File: src/rtl/seg_scan_ctrl_if.sv
// Load-side bus between a data formatter (master) and seg_scan_ctrl (slave).
interface seg_scan_ctrl_if #(
  parameter int NUM_DIGITS = 6
);
  logic                    load;
  logic [8*NUM_DIGITS-1:0] chars;
  logic [NUM_DIGITS-1:0]   dp_mask;
  logic [NUM_DIGITS-1:0]   blink_mask;
  logic                    load_ack;

  modport master (output load, chars, dp_mask, blink_mask, input load_ack);
  modport slave  (input load, chars, dp_mask, blink_mask, output load_ack);
endinterface

File: src/rtl/seg_scan_ctrl.sv
// Time-multiplexed 7-segment scan controller with frame-synchronous shadow updates.
// Optional blinking is built only when SEG_BLINK_EN is defined.
module seg_scan_ctrl #(
  parameter int NUM_DIGITS   = 6,
  parameter int DIG_CYCLES   = 50_000,
  parameter int BLANK_CYCLES = 0,
  parameter int BLINK_FRAMES = 83
) (
  input  logic                  clk,
  input  logic                  rst_n,
  seg_scan_ctrl_if.slave        bus,
  input  logic                  lzb_en,
  output logic [7:0]            seg,
  output logic [NUM_DIGITS-1:0] sel,
  output logic                  frame_start
);
  localparam int CW = $clog2(DIG_CYCLES);
  localparam int DW = $clog2(NUM_DIGITS);
  localparam logic [CW-1:0] CNT_LAST = CW'(DIG_CYCLES - 1);
  localparam logic [DW-1:0] DIG_LAST = DW'(NUM_DIGITS - 1);
  localparam logic [NUM_DIGITS-1:0][7:0] SPACES = {NUM_DIGITS{8'h20}};

  logic [CW-1:0] cnt_q, cnt_d;
  logic [DW-1:0] dig_q, dig_d;
  logic          wrap_s, in_blank_s;
  logic          pend_q, pend_d;
  logic [NUM_DIGITS-1:0][7:0] pnd_chars_q, pnd_chars_d, act_chars_q, act_chars_d;
  logic [NUM_DIGITS-1:0] pnd_dp_q, pnd_dp_d, act_dp_q, act_dp_d;
  logic [NUM_DIGITS-1:0] lzb_blank_s, blink_off_s;
  logic [7:0]            seg_q, seg_d, pat_s;
  logic [NUM_DIGITS-1:0] sel_q, sel_d;
  logic                  frame_start_q, load_ack_q, load_ack_d, lead_s;

  function automatic logic [7:0] decode7(input logic [7:0] c);
    logic [7:0] p;
    case (c)
      8'h30: p = 8'hC0;  8'h31: p = 8'hF9;  8'h32: p = 8'hA4;  8'h33: p = 8'hB0;
      8'h34: p = 8'h99;  8'h35: p = 8'h92;  8'h36: p = 8'h82;  8'h37: p = 8'hF8;
      8'h38: p = 8'h80;  8'h39: p = 8'h90;
      8'h41: p = 8'h88;  8'h42: p = 8'h83;  8'h43: p = 8'hC6;  8'h44: p = 8'hA1;
      8'h45: p = 8'h86;  8'h46: p = 8'h8E;
      8'h2D: p = 8'hBF;
      default: p = 8'hFF;
    endcase
    return p;
  endfunction

  generate
    if (BLANK_CYCLES > 0) begin : g_blank
      assign in_blank_s = (cnt_q < CW'(BLANK_CYCLES));
    end else begin : g_noblank
      assign in_blank_s = 1'b0;
    end
  endgenerate

  // Slot counter and digit index; wrap_s marks the frame boundary cycle.
  always_comb begin
    cnt_d  = cnt_q + CW'(1);
    dig_d  = dig_q;
    wrap_s = 1'b0;
    if (cnt_q == CNT_LAST) begin
      cnt_d = '0;
      if (dig_q == DIG_LAST) begin
        dig_d  = '0;
        wrap_s = 1'b1;
      end else begin
        dig_d = dig_q + DW'(1);
      end
    end else begin
      cnt_d = cnt_q + CW'(1);
    end
  end

  // Pending/active shadow registers; a load in the boundary cycle commits directly.
  always_comb begin
    pend_d      = pend_q;
    pnd_chars_d = pnd_chars_q;
    pnd_dp_d    = pnd_dp_q;
    act_chars_d = act_chars_q;
    act_dp_d    = act_dp_q;
    load_ack_d  = 1'b0;
    if (bus.load) begin
      pnd_chars_d = bus.chars;
      pnd_dp_d    = bus.dp_mask;
      pend_d      = 1'b1;
    end else begin
      pend_d = pend_q;
    end
    if (wrap_s && bus.load) begin
      act_chars_d = bus.chars;
      act_dp_d    = bus.dp_mask;
      pend_d      = 1'b0;
      load_ack_d  = 1'b1;
    end else if (wrap_s && pend_q) begin
      act_chars_d = pnd_chars_q;
      act_dp_d    = pnd_dp_q;
      pend_d      = 1'b0;
      load_ack_d  = 1'b1;
    end else begin
      load_ack_d = 1'b0;
    end
  end

  // Leading zeros blank from the leftmost digit down; digit 0 always shows.
  always_comb begin
    lead_s      = 1'b1;
    lzb_blank_s = '0;
    for (int i = NUM_DIGITS - 1; i >= 1; i--) begin
      lead_s         = lead_s & (act_chars_q[i] == 8'h30);
      lzb_blank_s[i] = lead_s & lzb_en;
    end
  end

  // Segment/select pattern for the current slot; DP survives blanking but not blinking.
  always_comb begin
    seg_d = 8'hFF;
    sel_d = '0;
    pat_s = 8'hFF;
    if (!in_blank_s) begin
      for (int i = 0; i < NUM_DIGITS; i++) begin
        sel_d[i] = (dig_q == DW'(i));
      end
      pat_s    = lzb_blank_s[dig_q] ? 8'hFF : decode7(act_chars_q[dig_q]);
      pat_s[7] = ~act_dp_q[dig_q];
      seg_d    = blink_off_s[dig_q] ? 8'hFF : pat_s;
    end else begin
      seg_d = 8'hFF;
      sel_d = '0;
    end
  end

`ifdef SEG_BLINK_EN
  localparam int FW = (BLINK_FRAMES > 1) ? $clog2(BLINK_FRAMES) : 1;
  localparam logic [FW-1:0] FRM_LAST = FW'(BLINK_FRAMES - 1);
  logic [FW-1:0]         frm_q, frm_d;
  logic                  phase_q, phase_d;
  logic [NUM_DIGITS-1:0] pnd_blink_q, pnd_blink_d, act_blink_q, act_blink_d;

  // Frame counter toggles the blink phase; blink mask follows the same shadowing as chars.
  always_comb begin
    frm_d       = frm_q;
    phase_d     = phase_q;
    pnd_blink_d = bus.load ? bus.blink_mask : pnd_blink_q;
    act_blink_d = act_blink_q;
    if (wrap_s) begin
      frm_d       = (frm_q == FRM_LAST) ? '0 : frm_q + FW'(1);
      phase_d     = (frm_q == FRM_LAST) ? ~phase_q : phase_q;
      act_blink_d = bus.load ? bus.blink_mask : (pend_q ? pnd_blink_q : act_blink_q);
    end else begin
      frm_d = frm_q;
    end
  end

  // Blink state registers.
  always_ff @(posedge clk or negedge rst_n) begin
    if (!rst_n) begin
      frm_q       <= '0;
      phase_q     <= 1'b0;
      pnd_blink_q <= '0;
      act_blink_q <= '0;
    end else begin
      frm_q       <= frm_d;
      phase_q     <= phase_d;
      pnd_blink_q <= pnd_blink_d;
      act_blink_q <= act_blink_d;
    end
  end

  assign blink_off_s = phase_q ? act_blink_q : '0;
`else
  assign blink_off_s = '0;
`endif

  // Core state and registered outputs.
  always_ff @(posedge clk or negedge rst_n) begin
    if (!rst_n) begin
      cnt_q         <= '0;
      dig_q         <= '0;
      pend_q        <= 1'b0;
      pnd_chars_q   <= SPACES;
      act_chars_q   <= SPACES;
      pnd_dp_q      <= '0;
      act_dp_q      <= '0;
      seg_q         <= 8'hFF;
      sel_q         <= '0;
      frame_start_q <= 1'b0;
      load_ack_q    <= 1'b0;
    end else begin
      cnt_q         <= cnt_d;
      dig_q         <= dig_d;
      pend_q        <= pend_d;
      pnd_chars_q   <= pnd_chars_d;
      act_chars_q   <= act_chars_d;
      pnd_dp_q      <= pnd_dp_d;
      act_dp_q      <= act_dp_d;
      seg_q         <= seg_d;
      sel_q         <= sel_d;
      frame_start_q <= wrap_s;
      load_ack_q    <= load_ack_d;
    end
  end

  assign seg          = seg_q;
  assign sel          = sel_q;
  assign frame_start  = frame_start_q;
  assign bus.load_ack = load_ack_q;
endmodule

File: src/flat_wrapper.sv
// flat-port wrapper written by rule: the top's interface ports become plain ports
module seg_scan_ctrl_flat 
#(
  parameter int NUM_DIGITS   = 6,
  parameter int DIG_CYCLES   = 50_000,
  parameter int BLANK_CYCLES = 0,
  parameter int BLINK_FRAMES = 83
)
  (clk, rst_n, lzb_en, seg, sel, frame_start, bus_load, bus_chars, bus_dp_mask, bus_blink_mask, bus_load_ack);
  seg_scan_ctrl_if #(.NUM_DIGITS(NUM_DIGITS)) bus_i ();
  input  logic clk;
  input  logic rst_n;
  input  logic lzb_en;
  output logic [7:0] seg;
  output logic [NUM_DIGITS-1:0] sel;
  output logic frame_start;
  input wire logic [$bits(bus_i.load)-1:0] bus_load;
  input wire logic [$bits(bus_i.chars)-1:0] bus_chars;
  input wire logic [$bits(bus_i.dp_mask)-1:0] bus_dp_mask;
  input wire logic [$bits(bus_i.blink_mask)-1:0] bus_blink_mask;
  output wire logic [$bits(bus_i.load_ack)-1:0] bus_load_ack;
  assign bus_i.load = bus_load;
  assign bus_i.chars = bus_chars;
  assign bus_i.dp_mask = bus_dp_mask;
  assign bus_i.blink_mask = bus_blink_mask;
  assign bus_load_ack = bus_i.load_ack;
  seg_scan_ctrl #(.NUM_DIGITS(NUM_DIGITS), .DIG_CYCLES(DIG_CYCLES), .BLANK_CYCLES(BLANK_CYCLES), .BLINK_FRAMES(BLINK_FRAMES)) u_core (.clk(clk), .rst_n(rst_n), .bus(bus_i), .lzb_en(lzb_en), .seg(seg), .sel(sel), .frame_start(frame_start));
endmodule
File: config.mk
export PLATFORM = sky130hd
export DESIGN_NAME = seg_scan_ctrl_flat
export DESIGN_NICKNAME = d
export VERILOG_FILES = /design/src/rtl/seg_scan_ctrl_if.sv /design/src/rtl/seg_scan_ctrl.sv /design/src/flat_wrapper.sv
export SDC_FILE = /design/constraint.sdc
export NUM_CORES = 1
export LEC_CHECK = 0
export BUFFER_PORTS_ARGS = -buffer_cell sky130_fd_sc_hd__buf_2
export CAP_MARGIN = 5
export CORE_MARGIN = 10
export CORE_UTILIZATION = 39
export DETAILED_ROUTE_END_ITERATION = 7
export SLEW_MARGIN = 20
export SYNTH_ARGS = -nofsm -noshare
export SYNTH_HDL_FRONTEND = slang
export SYNTH_SLANG_ARGS = --single-unit
File: constraint.sdc
create_clock -name clk -period 2.9 [get_ports clk]
set_input_delay 0.435 -clock clk [delete_from_list [all_inputs] [get_ports clk]]
set_output_delay 0.435 -clock clk [all_outputs]
set_load 0.02 [all_outputs]
==> flow_summary_export.csv <==
group,metric,value,unit
die,die_w,150,µm
die,pin_count,80,
outcome,outcome,"finished clean",
critical_path,critPathArrivalTime,3.18,ns
timing,max_slew_margin,55.9,%
timing,fin_tns_setup,0,ns
global_routing,met3_usage,3.99,%
synth,syn_avg_cell_area,12.5,µm²
power_and_ir_drop,comb_power_share,4.9,%
synth,ys_ff_latch,144,
worst_hold_path,min_path_type,"in -> async",
synth,yosysTopAreaCellShare,46.9,%
die,die_area,22600,µm²
timing,setup_violations,0,
timing,finalCritPeriodShare,96.8,%
synth,synthTopCellsByCount,"124 x dfrtp_1, 96 x mux2_2, 37 x mux2i_1, 37 x nor2_1, 35 x nand2_1",
synth,yosysMostFrequentCell,"dfrtp_1",
timing,clock.fmax,356,MHz
timing,worstMarginPinSlew,0.656,ns
cts,clk_path_buf_depth,2,
cts,cts_buffers,17,
cells_and_area,num_antenna_cells,0,
synth,netlist_area,6620,µm²
detailed_routing,vias,4425,
cts,cts.clk_slew.worst_paths,0.07,ns
cells_and_area,fin_util,47.9,%
synth,async_reset_ff_share,100,%
power_and_ir_drop,p_sw_share,24.1,%
synth,synth_enable_flop_cells,0,
cells_and_area,final_nets,689,
detailed_routing,wl_per_cell,17.8,µm
synth,syn_inst,530,
die,start_util,39.9,%
power_and_ir_drop,max-vdd-ir-drop,0.407,mV
flow_run,max_cap_viol_count,0,
timing,rsz0062_at_grt,"false",
critical_path,cp_max_fo,4,
global_routing,met2_usage,23.7,%
global_routing,grt_pass1_wl,25.0,mm
global_routing,antenna_found_initial,0,
global_routing,grt_busiest_layer,"met2",
cts,htreeDepth,4,
die,die_height,150,µm
detailed_routing,ant_nets,0,
power_and_ir_drop,clock_power_share,48.2,%
power_and_ir_drop,p_leak,3.55,nW
cts,clkLatencyLatePin,0.43,ns
critical_path,crit_top_cell,"or4_1",
timing,clock_skew,0.00816,ns
power_and_ir_drop,p_int,3.42,mW
critical_path,critPathSlowestCell,"or4_1",
cts,cts.sinks,144,
cts,tritoncts,"done",
synth,ys_seq_area_share,54.8,%
timing,slew_viol_final,0,
die,rows,47,
detailed_routing,drc,0,
critical_path,max_stage_delay,0.53,ns
detailed_routing,postRouteWirelength,15.3,mm
power_and_ir_drop,seqPwrFrac,46.9,%
cts,ctsRootBufferMaster,"clkbuf_16",
die,core_area,16600,µm²
placed_design,place_congestion,0.833,
power_and_ir_drop,powerDensity,568,nW/µm²
global_routing,grt.overflow.total,0,
cells_and_area,drive_gt1_share,42.3,%
critical_path,crit_required,3.27,ns
global_routing,grt_use_total,14.2,%
critical_path,critPathLaunchType,"flop",
timing,hold_viol,0,
synth,synth_nets,596,
global_routing,grt_pass1_vias,4786,
global_routing,grt_max_degree,69,
detailed_routing,drt-initial-drc-count,279,
detailed_routing,dr.pass1.iters,4,
power_and_ir_drop,switching_power,1.09,mW
global_routing,met1_usage,17.1,%
cells_and_area,syn_to_final_growth,20.0,%
synth,yosysTopAreaCell,"dfrtp_1",
synth,synth_warnings,0,
synth,yosysUniqueCellTypes,65,
timing,period_minus_slack,2.81,ns
detailed_routing,vias_per_cell,5.17,
critical_path,crit_chain,"or4_1 > nor4_1 > nor4bb_1 > o221ai_1 > o21ai_0 > or4_1",
placed_design,port_buffers,73,
placed_design,hpwl,11.3,mm
critical_path,critical_path_class,"reg -> reg",
critical_path,end_kind,"flop",
synth,synth_area_leaders,"dfrtp_1 47%, mux2_2 16%, dfstp_2 7.9%",
synth,synth_flop_cell,"dfrtp_1",
## through the flow
stage	cell area [µm²]	cells	total power, mW	setup slack [ns]	hold WS [ns]
2_1_floorplan	6620	530	2.25	0.487	0.139
3_5_place_dp	7330	822	2.38	0.0113	0.456
5_1_grt	7940	856	4.69	0.00989	0.0524
6_report	7940	856	4.51	0.0931	0.00368
3_3_place_gp	7330	822	2.37	0.0722	0.440
4_1_cts	7920	854	4.57	0.00971	0.0182
## critical path: cells and delay by family, from the launching register on
| family | cells | cell delay (ns) |
|---|---|---|
| DFF | 1 | 0.40 |
| and+or+nand+nor | 4 | 1.73 |
| AOI/OAI and AO/OA | 2 | 0.62 |
## cell usage in the layout, fill, tap and decap left out, types with 3 or more instances in the layout
cell type / netlist / final
a211oi_1: 4 / 4
and3_1: 5 / 5
clkinv_4: 0 / 4
nand3_1: 11 / 11
nor2b_1: 4 / 4
dfrtp_1: 124 / 123
nor2_1: 37 / 36
mux2i_1: 37 / 37
a21oi_1: 4 / 4
and2_1: 5 / 5
o22ai_1: 5 / 5
inv_8: 0 / 4
inv_6: 0 / 6
or4_1: 5 / 5
or2_2: 4 / 4
clkbuf_16: 0 / 17
buf_2: 6 / 72
buf_12: 0 / 4
mux2_2: 96 / 96
nand2_1: 35 / 35
o21ai_0: 25 / 24
dfstp_2: 20 / 20
o221ai_1: 3 / 3
buf_4: 1 / 22
xor2_1: 9 / 9
o22a_1: 3 / 3
nor4b_1: 4 / 4
nor3_1: 9 / 9
xnor2_1: 6 / 6
## kinds of logic (layout without fill, tap and decap cells)
kind of cell             Yosys count  count (layout)  share of synthesized area [%]
AO/OA/AOI/OAI                     63              63                           6.45
XOR/XNOR                          15              15                           1.99
adder cells (fa/ha/maj)            2               2                          0.378
buffers and inverters             28             134                           2.59
flip-flops                       144             144                           54.8
multiplexers                     134             134                           22.3
AND/OR/NAND/NOR                  144             144                           11.5
## layout make-up
cell class              instances  area [µm²]
repair buffers                 99         617
multi-input cells             358        2820
well taps                     220         275
clock inverters                15         163
clock buffers                  17         425
flip-flops and latches        144        3630
fillers                      1524        8640
inverters                       3        11.3
## per-layer routing
layer	vias up	share of wire (%)
li1	2107	-
met1	2216	43
met2	84	50
met3	18	4.9
met4	0	1.8
met5	-	0
## sequential cells by signal, indices dropped and copies added (netlist names)
register             cells
u_core.pnd_chars_q      48
u_core.frame_start       1
u_core.bus.load_ack      1
u_core.pnd_dp_q          6
u_core.sel               6
u_core.act_chars_q      48
u_core.pend_q            1
u_core.cnt_q            16
u_core.dig_q             3
u_core.act_dp_q          6
u_core.seg               8
## power by group through the flow
stage | clock (mW) | sequential [mW] | combinational [mW]
after floorplan | 0 | 2.14 | 0.110
after global placement | 0 | 2.15 | 0.220
after detailed placement | 0 | 2.15 | 0.229
after CTS | 2.23 | 2.12 | 0.230
after global routing | 2.31 | 2.12 | 0.251
final | 2.18 | 2.11 | 0.222
## timing repair
action / 4_1_cts / 5_1_grt
buffers inserted: 0 / 2
endpoints found under the setup margin: 0 / 4
hold buffers: 0 / 0
resized for setup: 0 / 2
## path summary, 6_finish.rpt
check	slack [ns]	end	from	cells past startpoint
max	0.09	u_core.seg[3]	u_core.act_chars_q[33]	6
min	0.004	u_core.pnd_chars_q[10]	rst_n	1
max reg2reg	0.09	u_core.seg[3]	u_core.act_chars_q[33]	6
min reg2reg	0.46	u_core.cnt_q[0]	u_core.cnt_q[0]	1
max in group asynchronous	2.04	u_core.pnd_chars_q[37]	rst_n	2
min in group clk	0.25	u_core.pnd_chars_q[2]	bus_chars[2]	2
(Power assumes the default switching activity.)
